`config.mk`:
```
export PLATFORM = sky130hd
export DESIGN_NAME = fwd_scoreboard
export DESIGN_NICKNAME = d
export VERILOG_FILES = /design/src/rtl/fwd_pkg.sv /design/src/rtl/fwd_src_match.sv /design/src/rtl/fwd_scoreboard.sv
export SDC_FILE = /design/constraint.sdc
export NUM_CORES = 1
export LEC_CHECK = 0
export ABC_AREA = 1
export CORE_ASPECT_RATIO = 1.1
export CORE_UTILIZATION = 60
export DETAILED_ROUTE_END_ITERATION = 10
export MAX_ROUTING_LAYER = met4
export PLACE_DENSITY = 0.93
export SYNTH_ARGS = -nofsm -noshare
export SYNTH_HDL_FRONTEND = slang
export SYNTH_HIERARCHICAL = 1
export SYNTH_SLANG_ARGS = --single-unit
```
`constraint.sdc`:
```
create_clock -name clk -period 4.05 [get_ports clk]
set_input_delay 0.405 -clock clk [delete_from_list [all_inputs] [get_ports clk]]
set_output_delay 0.405 -clock clk [all_outputs]
set_load 0.03 [all_outputs]
```
`src/rtl/fwd_pkg.sv`:
```
// Shared encodings and helpers for the operand-forwarding / hazard unit.
// The forward-select encoding is: 0 = register file, k+1 = pipeline stage k,
// STAGES+1 = long-latency writeback bus.
package fwd_pkg;

  localparam int SEL_REGFILE = 0;

  // Width needed to encode regfile, every stage and the long-writeback bus.
  function automatic int sel_w_of(input int stages);
    return $clog2(stages + 2);
  endfunction

  function automatic int sel_stage(input int k);
    return k + 1;
  endfunction

  function automatic int sel_lwb(input int stages);
    return stages + 1;
  endfunction

endpackage

```
`src/rtl/fwd_src_match.sv`:
```
// Per-operand bypass lookup: picks the youngest matching downstream stage,
// falls back to the long-latency writeback bus, then to the register file,
// and flags a stall when the value is not yet obtainable.
module fwd_src_match
  import fwd_pkg::*;
#(
  parameter int REG_W  = 6,
  parameter int STAGES = 3,
  parameter int SEL_W  = 3
) (
  input  logic                      dec_valid,
  input  logic                      src_used,
  input  logic [REG_W-1:0]          src,
  input  logic                      src_busy,
  input  logic [STAGES-1:0]         stg_valid,
  input  logic [STAGES-1:0]         stg_wr,
  input  logic [STAGES-1:0]         stg_rdy,
  input  logic [STAGES*REG_W-1:0]   stg_dreg,
  input  logic                      lwb_valid,
  input  logic [REG_W-1:0]          lwb_dreg,
  output logic [SEL_W-1:0]          sel,
  output logic                      stall
);

  logic             eligible;
  logic             hit;
  logic             hit_rdy;
  logic [SEL_W-1:0] hit_sel;

  // Priority lookup: walk oldest to youngest so the youngest match overrides.
  // A source of r0 is never eligible, which also covers stages writing r0.
  always_comb begin
    eligible = dec_valid && src_used && (src != '0);
    hit      = 1'b0;
    hit_rdy  = 1'b0;
    hit_sel  = SEL_W'(SEL_REGFILE);
    for (int k = STAGES - 1; k >= 0; k--) begin
      if (stg_valid[k] && stg_wr[k] && (stg_dreg[k*REG_W +: REG_W] == src)) begin
        hit     = 1'b1;
        hit_rdy = stg_rdy[k];
        hit_sel = SEL_W'(sel_stage(k));
      end
    end
  end

  // Select/stall decision; a matching but not-ready stage blocks any older source.
  always_comb begin
    sel   = SEL_W'(SEL_REGFILE);
    stall = 1'b0;
    if (eligible) begin
      if (hit) begin
        if (hit_rdy) sel = hit_sel;
        else         stall = 1'b1;
      end else if (lwb_valid && (lwb_dreg == src)) begin
        sel = SEL_W'(sel_lwb(STAGES));
      end else if (src_busy) begin
        stall = 1'b1;
      end
    end
  end

endmodule

```
`src/rtl/fwd_scoreboard.sv`:
```
// Operand-forwarding and hazard unit beside decode. Owns the long-latency
// busy scoreboard, outstanding-op count and sticky error flag; per-operand
// lookup is done by fwd_src_match instances.
// Optional build macro FWD_STALL_CNT_EN adds a saturating stall_cycles counter.
module fwd_scoreboard
  import fwd_pkg::*;
#(
  parameter  int REG_W    = 6,
  parameter  int NSRC     = 2,
  parameter  int STAGES   = 3,
  parameter  int MAX_LONG = 4,
  localparam int SEL_W    = sel_w_of(STAGES),
  localparam int CNT_W    = $clog2(MAX_LONG + 1)
) (
  input  logic                      clk,
  input  logic                      reset,
  input  logic                      dec_valid,
  input  logic                      dec_adv,
  input  logic [NSRC*REG_W-1:0]     dec_src,
  input  logic [NSRC-1:0]           dec_src_used,
  input  logic                      dec_wr,
  input  logic [REG_W-1:0]          dec_dreg,
  input  logic                      dec_long,
  input  logic [STAGES-1:0]         stg_valid,
  input  logic [STAGES-1:0]         stg_wr,
  input  logic [STAGES-1:0]         stg_rdy,
  input  logic [STAGES*REG_W-1:0]   stg_dreg,
  input  logic                      lwb_valid,
  input  logic [REG_W-1:0]          lwb_dreg,
  output logic [NSRC*SEL_W-1:0]     fwd_sel,
  output logic                      stall,
  output logic [CNT_W-1:0]          busy_cnt,
  output logic                      err
`ifdef FWD_STALL_CNT_EN
  , output logic [31:0]             stall_cycles
`endif
);

  localparam int NREG = 1 << REG_W;

  logic [NREG-1:0]  busy;
  logic [NSRC-1:0]  src_stall;
  logic             waw_stall;
  logic             full_stall;
  logic             issue;
  logic             lwb_ok;
  logic             lwb_bad;
  logic [CNT_W-1:0] cnt_next;

  for (genvar i = 0; i < NSRC; i++) begin : g_src
    fwd_src_match #(
      .REG_W  (REG_W),
      .STAGES (STAGES),
      .SEL_W  (SEL_W)
    ) u_match (
      .dec_valid (dec_valid),
      .src_used  (dec_src_used[i]),
      .src       (dec_src[i*REG_W +: REG_W]),
      .src_busy  (busy[dec_src[i*REG_W +: REG_W]]),
      .stg_valid (stg_valid),
      .stg_wr    (stg_wr),
      .stg_rdy   (stg_rdy),
      .stg_dreg  (stg_dreg),
      .lwb_valid (lwb_valid),
      .lwb_dreg  (lwb_dreg),
      .sel       (fwd_sel[i*SEL_W +: SEL_W]),
      .stall     (src_stall[i])
    );
  end

  // Decode-level hazards: WAW against a busy destination, and a full long unit.
  // A same-cycle writeback to the destination (or any writeback when full)
  // frees the resource in time, so it cancels the corresponding stall.
  always_comb begin
    waw_stall  = dec_valid && dec_wr && (dec_dreg != '0) && busy[dec_dreg] &&
                 !(lwb_valid && (lwb_dreg == dec_dreg));
    full_stall = dec_valid && dec_long && (busy_cnt == CNT_W'(MAX_LONG)) && !lwb_valid;
    stall      = (|src_stall) || waw_stall || full_stall;
    issue      = dec_valid && dec_adv && !stall && dec_long;
    lwb_ok     = lwb_valid && busy[lwb_dreg];
    lwb_bad    = lwb_valid && !busy[lwb_dreg];
  end

  // Outstanding count, clamped so it can neither wrap above MAX_LONG nor below 0.
  always_comb begin
    cnt_next = busy_cnt;
    if (issue && !lwb_ok) begin
      if (busy_cnt != CNT_W'(MAX_LONG)) cnt_next = busy_cnt + 1'b1;
    end else if (!issue && lwb_ok) begin
      if (busy_cnt != '0) cnt_next = busy_cnt - 1'b1;
    end
  end

  // Scoreboard state; the set is written after the clear so set wins on the same register.
  always_ff @(posedge clk or posedge reset) begin
    if (reset) begin
      busy     <= '0;
      busy_cnt <= '0;
      err      <= 1'b0;
    end else begin
      if (lwb_ok) busy[lwb_dreg] <= 1'b0;
      if (issue && dec_wr && (dec_dreg != '0)) busy[dec_dreg] <= 1'b1;
      busy_cnt <= cnt_next;
      if (lwb_bad) err <= 1'b1;
    end
  end

`ifdef FWD_STALL_CNT_EN
  // Saturating count of decode cycles lost to a stall.
  always_ff @(posedge clk or posedge reset) begin
    if (reset) begin
      stall_cycles <= '0;
    end else if (dec_valid && stall && (stall_cycles != 32'hFFFF_FFFF)) begin
      stall_cycles <= stall_cycles + 32'd1;
    end
  end
`endif

endmodule

```
After elaboration in Yosys (flattened, before gate mapping)
Index checks and enable logic that the tools add are counted.
Word-level totals
  register bits: 68
  word-level logic and storage cells: 130
  output and inout bits: 11
  bits of input ports: 60
Cells by class
  $add $sub $neg: 2
  mux-type cells: 54
  bitwise logic cells: 3
  equal/unequal tests: 12
  $lt $le $gt $ge: 6
  reduce and logical (&&, ||, !) cells: 50
Operators with widths (number)
  64-bit 2-to-1 mux: 2
  64-bit AND: 1
  64-bit NOT: 1
  64-bit OR: 1
  6-bit == test: 9
  1-bit logical AND: 34
  3-bit 2-to-1 mux: 10
  6-bit by 7-bit < comparator with 1-bit output (second input constant): 4
  1-bit 2-to-1 mux: 28
  1-bit binary-select mux with 6-bit select: 4
  6-bit nonzero test: 3
  2-bit 2-to-1 mux: 8
  1-bit demux with 6-bit select: 2
  6-bit by 1-bit greater-or-equal comparator with 1-bit output (second input constant): 2
  1-bit zero test: 6
  2-bit nonzero test: 2
  3-bit by 1-bit adder with 3-bit output (second input constant): 1
  3-bit == test (second input constant): 1
  3-bit != test (second input constant): 1
  3-bit AND reduction: 1
  3-bit nonzero test: 1
  3-bit by 1-bit subtractor with 3-bit output (second input constant): 1
  1-bit logical OR: 2
  2-bit by 1-bit != test with 1-bit output (second input constant): 1
  2-bit OR reduction: 1

Depth between registers and ports, before layout
  word-level depth: 18
  depth in mapped cells: 25

By module
The synthesis kept the hierarchy.
By module, submodules not included
  fwd_scoreboard: cells each 1104, area each 6651.4 sq um, instances 1, sequential area each 1701.6 sq um
  fwd_src_match: cells each 120, area each 558.0 sq um, instances 2, sequential area each 0.0 sq um

Least setup slack after synthesis
Ideal clock, no wire load.
  path kind: input-to-reg
  start point: input dec_src[6]
  end point: register busy_cnt[2]
  slack: 0.480 ns
  arrival time: 3.487 ns
  required time: 3.967 ns
  stages: 21
  cells stage by stage: clkbuf_1 -> clkbuf_1 -> a21oi_1 -> o21ai_0 -> o21ai_0 -> o21ai_0 -> o21ai_0 -> o211ai_1 -> nand2_1 -> inv_1 -> nor2_1 -> nand3_1 -> a21oi_2 -> a311oi_1 -> nand2_1 -> nor2_1 -> ha_1 -> inv_1 -> fa_1 -> xor2_1 -> o21ai_0
Between the ends
  cells in the longest elaborated chain, start to end: 18
  elaborated cells between the ends (all ways): 37
  those cells by class: eq/ne: 5; mux: 14; reduce/logical: 18
Ends and longest elaborated chain
  from (decl): RTL line fwd_scoreboard.sv:19  | input logic [NSRC*REG_W-1:0] dec_src,
  parallel branches: the longest is 7 deep, another holds 1-bit binary-select mux with 6-bit select
  1-bit 2-to-1 mux *: RTL line fwd_src_match.sv:50  | if (eligible) begin
  via src_stall[1]: RTL line fwd_scoreboard.sv:42  | logic [NSRC-1:0] src_stall;
  2-bit OR reduction *: RTL line fwd_scoreboard.sv:78  | stall = (|src_stall) || waw_stall || full_stall;
  1-bit logical OR * (2 in series): RTL line fwd_scoreboard.sv:78
  via stall: RTL line fwd_scoreboard.sv:31  | output logic stall,
  1-bit zero test *: RTL line fwd_scoreboard.sv:79  | issue = dec_valid && dec_adv && !stall && dec_long;
  1-bit logical AND * (2 in series): RTL line fwd_scoreboard.sv:79
  1-bit zero test: RTL line fwd_scoreboard.sv:89  | end else if (!issue && lwb_ok) begin
  1-bit logical AND: RTL line fwd_scoreboard.sv:89
  2-bit nonzero test (no line)
  3-bit AND reduction (no line)
  to (signal assigned): RTL line fwd_scoreboard.sv:103  | busy_cnt <= cnt_next;
  to (decl): RTL line fwd_scoreboard.sv:32  | output logic [CNT_W-1:0] busy_cnt,
Mark *: on every way through the listed nets, which the timed path passes. The select of a mux whose other input is x is not followed.
A chain may end at the register's enable or synchronous reset.

Worst setup path in the final report
  start point: input lwb_dreg[0]
  end point: register busy_cnt[0]
Between the ends
  cells in the longest elaborated chain, start to end: 15
  elaborated cells between the ends (all ways): 32
  those cells by class: eq/ne: 4; mux: 9; reduce/logical: 19
Ends and longest elaborated chain
  from (decl): RTL line fwd_scoreboard.sv:29  | input logic [REG_W-1:0] lwb_dreg,
  6-bit == test: RTL line fwd_src_match.sv:54  | end else if (lwb_valid && (lwb_dreg == src)) begin
  1-bit logical AND: RTL line fwd_src_match.sv:54
  1-bit 2-to-1 mux: RTL line fwd_src_match.sv:54
  1-bit 2-to-1 mux: RTL line fwd_src_match.sv:51  | if (hit) begin
  1-bit 2-to-1 mux: RTL line fwd_src_match.sv:50
  2-bit OR reduction: RTL line fwd_scoreboard.sv:78
  1-bit logical OR (2 in series): RTL line fwd_scoreboard.sv:78
  1-bit zero test: RTL line fwd_scoreboard.sv:79
  1-bit logical AND (2 in series): RTL line fwd_scoreboard.sv:79
  1-bit zero test: RTL line fwd_scoreboard.sv:89
  1-bit logical AND: RTL line fwd_scoreboard.sv:89
  2-bit nonzero test (no line)
  3-bit AND reduction (no line)
Several ways; a longest one is shown, not always the timed one. The select of a mux whose other input is x is not followed.

==> impl_metrics.csv <==
group,metric,value,unit
synthesis,ys_seq_elements,68,
hold_path,min_path_type,"in2async",
critical_path,slowest_delay,0.51,ns
timing,rsz0062_at_grt,"false",
clock_network,cts_tree,"done",
detailed_routing,drtPass1Iterations,7,
pwr,p_int,1.52,mW
cells_and_area,drive_gt1_share,12.1,%
timing,post-route-min-period,3.65,ns
global_route,antenna_found_initial,0,
critical_path,critical-path-top-delay-family,"buffers and inverters",
floorplanning,initial_core_util,61.4,%
detailed_routing,routed.top_layer,"met4",
clock_network,root_buffer,"clkbuf_16",
clock_network,clk_pin_slew,0.06,ns
cells_and_area,fillers,1071,
pwr,peakVddDrop,0.000194,V
flow_run,drv_cap,0,
detailed_routing,wl_met3,3710,µm
global_route,grt_use_total,43.0,%
global_route,grt_pass1_wl,44400,µm
synthesis,syn_nets,1406,
clock_network,worstSkewPairLatency,0.34,ns
synthesis,async_reset_ff_share,100,%
critical_path,end_kind,"flop",
critical_path,ff2ff_setup_slack,0.71,ns
synthesis,yosysWarnings,6,
detailed_routing,routedWlPerCell,18.3,µm
placement,pre_cts_slack,0.0820,ns
synthesis,yosys_most_used_dff,"dfrtp_1",
clock_network,cts.sinks,68,
timing,finalSetupTns,0,ns
cells_and_area,multiInputGateArea,5140,µm²
timing,setup_viol,0,
run_status,status,"finished, final reports clean",
timing,fin_worst_skew,0.00678,ns
critical_path,critical_path_buf_inv_count,6,
timing,fmax,0.274,GHz
detailed_routing,met1_length,10400,µm
detailed_routing,dr_total_vias,9701,
timing,tightest_slew,1.04,ns
detailed_routing,drcViolationCount,0,
pwr,combPwrFrac,29.8,%
cells_and_area,antenna_cells,0,
placement,io_buffers,70,
synthesis,synth_edf_count,0,
critical_path,crit_fanout,40,
synthesis,synth_seq_area_share,21.9,%
timing,post-route-period-util,90.2,%
detailed_routing,wl_met2,12300,µm
global_route,grt_overflow_total,0,
global_route,first_global_vias,8579,
detailed_routing,drt-initial-drc-count,1579,
critical_path,cp_data_arrival_time,3.92,ns
pwr,pwr-share-clk,36.6,%
clock_network,cts_hold_buf,0,
synthesis,avgSynthCellArea,5.78,µm²
synthesis,synth_cell_types,44,
pwr,p_switching,0.835,mW
placement,hpwl,20500,µm
floorplanning,core,12600,µm²
critical_path,cp_data_required_time,4.32,ns
critical_path,slowest_stage,"clkdlybuf4s50_1",
pwr,p_leak,3.99,nW
pwr,seqPwrFrac,33.5,%
timing,report.final.slew_viol_count,0,
synthesis,syn_area,7770,µm²
floorplanning,fp-row-count,43,
timing,final_hold_viol_count,0,
timing,fin_ws,0.399,ns
floorplanning,ios,71,
timing,hold_ws,0.419,ns
detailed_routing,postRouteAntennaNets,0,
critical_path,criticalPathCategory,"in2reg",
detailed_routing,wl,28700,µm
floorplanning,dieArea,13400,µm²
global_route,grt_max_degree,65,
critical_path,path_cells,"clkdlybuf4s50_1 -> buf_12 -> inv_2 -> nand3_1 -> o22ai_1 -> nor2_1 -> nand2_1 -> nand2_1 -> nand2_1 -> nor2_2 -> a21oi_1 -> inv_1 -> ha_1 -> xor2_1 -> inv_1 -> nand2_1 -> nand2_1 -> inv_1 -> nor2_1 -> a21oi_1",
timing,relSlewSlack,30.7,%
floorplanning,die_h,121,µm
cells_and_area,regArea,1700,µm²
floorplanning,die_w,110,µm
pwr,netSwitchingFraction,35.4,%
clock_network,cts_max_level,3,
pwr,p_per_area,263,nW/µm²
detailed_routing,avgViaCountPerCell,6.19,
placement,gp_congestion,1.06,
clock_network,clockBufferDepth,2,
cells_and_area,area_growth,15.5,%
critical_path,crit_path_frequent_cell,"nand2_1",
clock_network,numCtsBuffers,9,
critical_path,startpoint_type,"primary input",
cells_and_area,nets,1469,
pwr,power,2.36,mW
synthesis,synth_cells,1344,
[cells in the mapped netlist, types with 2 or more instances]
master | count | area, µm²
a21oi_1 | 32 | 160
a21oi_2 | 2 | 17.5
a21oi_4 | 2 | 32.5
buf_2 | 12 | 60.1
buf_4 | 7 | 52.6
buf_6 | 16 | 180
clkbuf_1 | 27 | 101
dfrtp_1 | 68 | 1700
inv_1 | 112 | 420
inv_2 | 18 | 67.6
nand2_1 | 470 | 1760
nand2_2 | 3 | 18.8
nand3_1 | 96 | 480
nand3_2 | 8 | 80.1
nand3b_1 | 2 | 15.0
nand4_1 | 6 | 37.5
nor2_1 | 171 | 642
nor2_2 | 5 | 31.3
nor2_4 | 3 | 33.8
nor3_1 | 10 | 50.1
nor3_2 | 6 | 60.1
nor3b_1 | 4 | 30.0
nor4_1 | 2 | 12.5
o211ai_1 | 6 | 45.0
o21a_1 | 2 | 15.0
o21ai_0 | 127 | 636
o21ai_1 | 12 | 60.1
o21ai_2 | 57 | 499
o21bai_1 | 2 | 15.0
o221ai_1 | 3 | 26.3
o22ai_1 | 23 | 144
or2_0 | 4 | 25.0
or2_1 | 6 | 37.5
xnor2_1 | 6 | 52.6
xor2_1 | 5 | 43.8
[repair_timing]
action                     CTS  global route
resized for setup            0            10
setup buffers                0             2
setup endpoints to repair    0             2
[power groups by stage]
stage	sequential [mW]	clock [mW]	combinational [mW]
finish	0.791	0.865	0.704
global route	0.794	0.892	0.762
CTS	0.786	0.859	0.683
detailed placement	0.797	0	0.677
global placement	0.796	0	0.661
floorplan	0.800	0	0.416
[stage by stage]
step	instances	cell area [µm²]	utilization, %
6_report	1567	8970	70.9
5_1_grt	1567	8970	70.9
4_1_cts	1563	8910	70.5
3_5_place_dp	1549	8600	68.0
3_3_place_gp	1549	8600	68.0
2_1_floorplan	1344	7770	-
[cells in the final DEF, fill, tap and decap left out, drive strengths merged, types with 2 or more instances in the layout]
master / synthesis / final
nand2: 474 / 474
o21ai: 196 / 196
nor2: 179 / 179
inv: 130 / 128
nand3: 104 / 104
dfrtp: 68 / 68
clkdlybuf4s50: 0 / 66
buf: 38 / 46
a21oi: 36 / 36
o22ai: 23 / 23
nor3: 16 / 16
clkbuf: 27 / 10
or2: 10 / 10
nand4: 7 / 7
o211ai: 6 / 6
clkinvlp: 0 / 6
xnor2: 6 / 6
xor2: 5 / 5
nor3b: 4 / 4
o221ai: 3 / 3
dlymetal6s2s: 0 / 3
o21bai: 2 / 2
bufinv: 0 / 2
nand3b: 2 / 2
o21a: 2 / 2
nor4: 2 / 2
[state kept, by name, indices dropped and copies added, names as in the netlist]
register and cells:
busy 64, busy_cnt 3, err 1
[area by class of cell]
class                   count  area share (%)
repair inverters            2           0.167
flip-flops and latches     68            19.0
well taps                 157            2.19
repair buffers            115            12.3
inverters                 130            5.52
multi-input cells        1081            57.4
clock inverters             4           0.837
clock buffers              10            2.66
[routing by layer]
metal | track usage, % | vias to the layer above
met1 | 51.9 | 4258
met2 | 65.5 | 802
met5 | - | -
met4 | 29.3 | 0
li1 | - | 4440
met3 | 8.14 | 201
[cell families (layout without fill, tap and decap cells)]
kind of cell             count (synthesis)  in the layout  share of synthesized area (%)
AND/OR/NAND/NOR                        798            798                           43.1
AO/OA/AOI/OAI                          270            270                           21.4
buffers and inverters                  195            261                           11.9
flip-flops                              68             68                           21.9
XOR/XNOR                                11             11                           1.24
adder cells (fa/ha/maj)                  2              2                          0.419
[final timing paths]
check,startpoint,endpoint,cells after the start
setup / recovery,lwb_dreg[0],busy_cnt[0],20
hold / removal,reset,busy[53],2
setup reg to reg,busy[25],busy_cnt[2],22
max in group asynchronous,reset,busy[24],3
min in group clk,busy[33],busy[33],2
hold reg to reg,busy[33],busy[33],2
[worst register-to-register path, delay by kind of cell (launching register included)]
family	cells	cell delay, ns
AOI/OAI and AO/OA	10	1.28
xor gates and xnor gates	1	0.17
adders and majority gates	2	0.57
buffers and inverters	4	0.31
DFF	1	0.41
and+or+nand+nor	5	0.51
No activity file was read; power rests on OpenSTA's default activity.
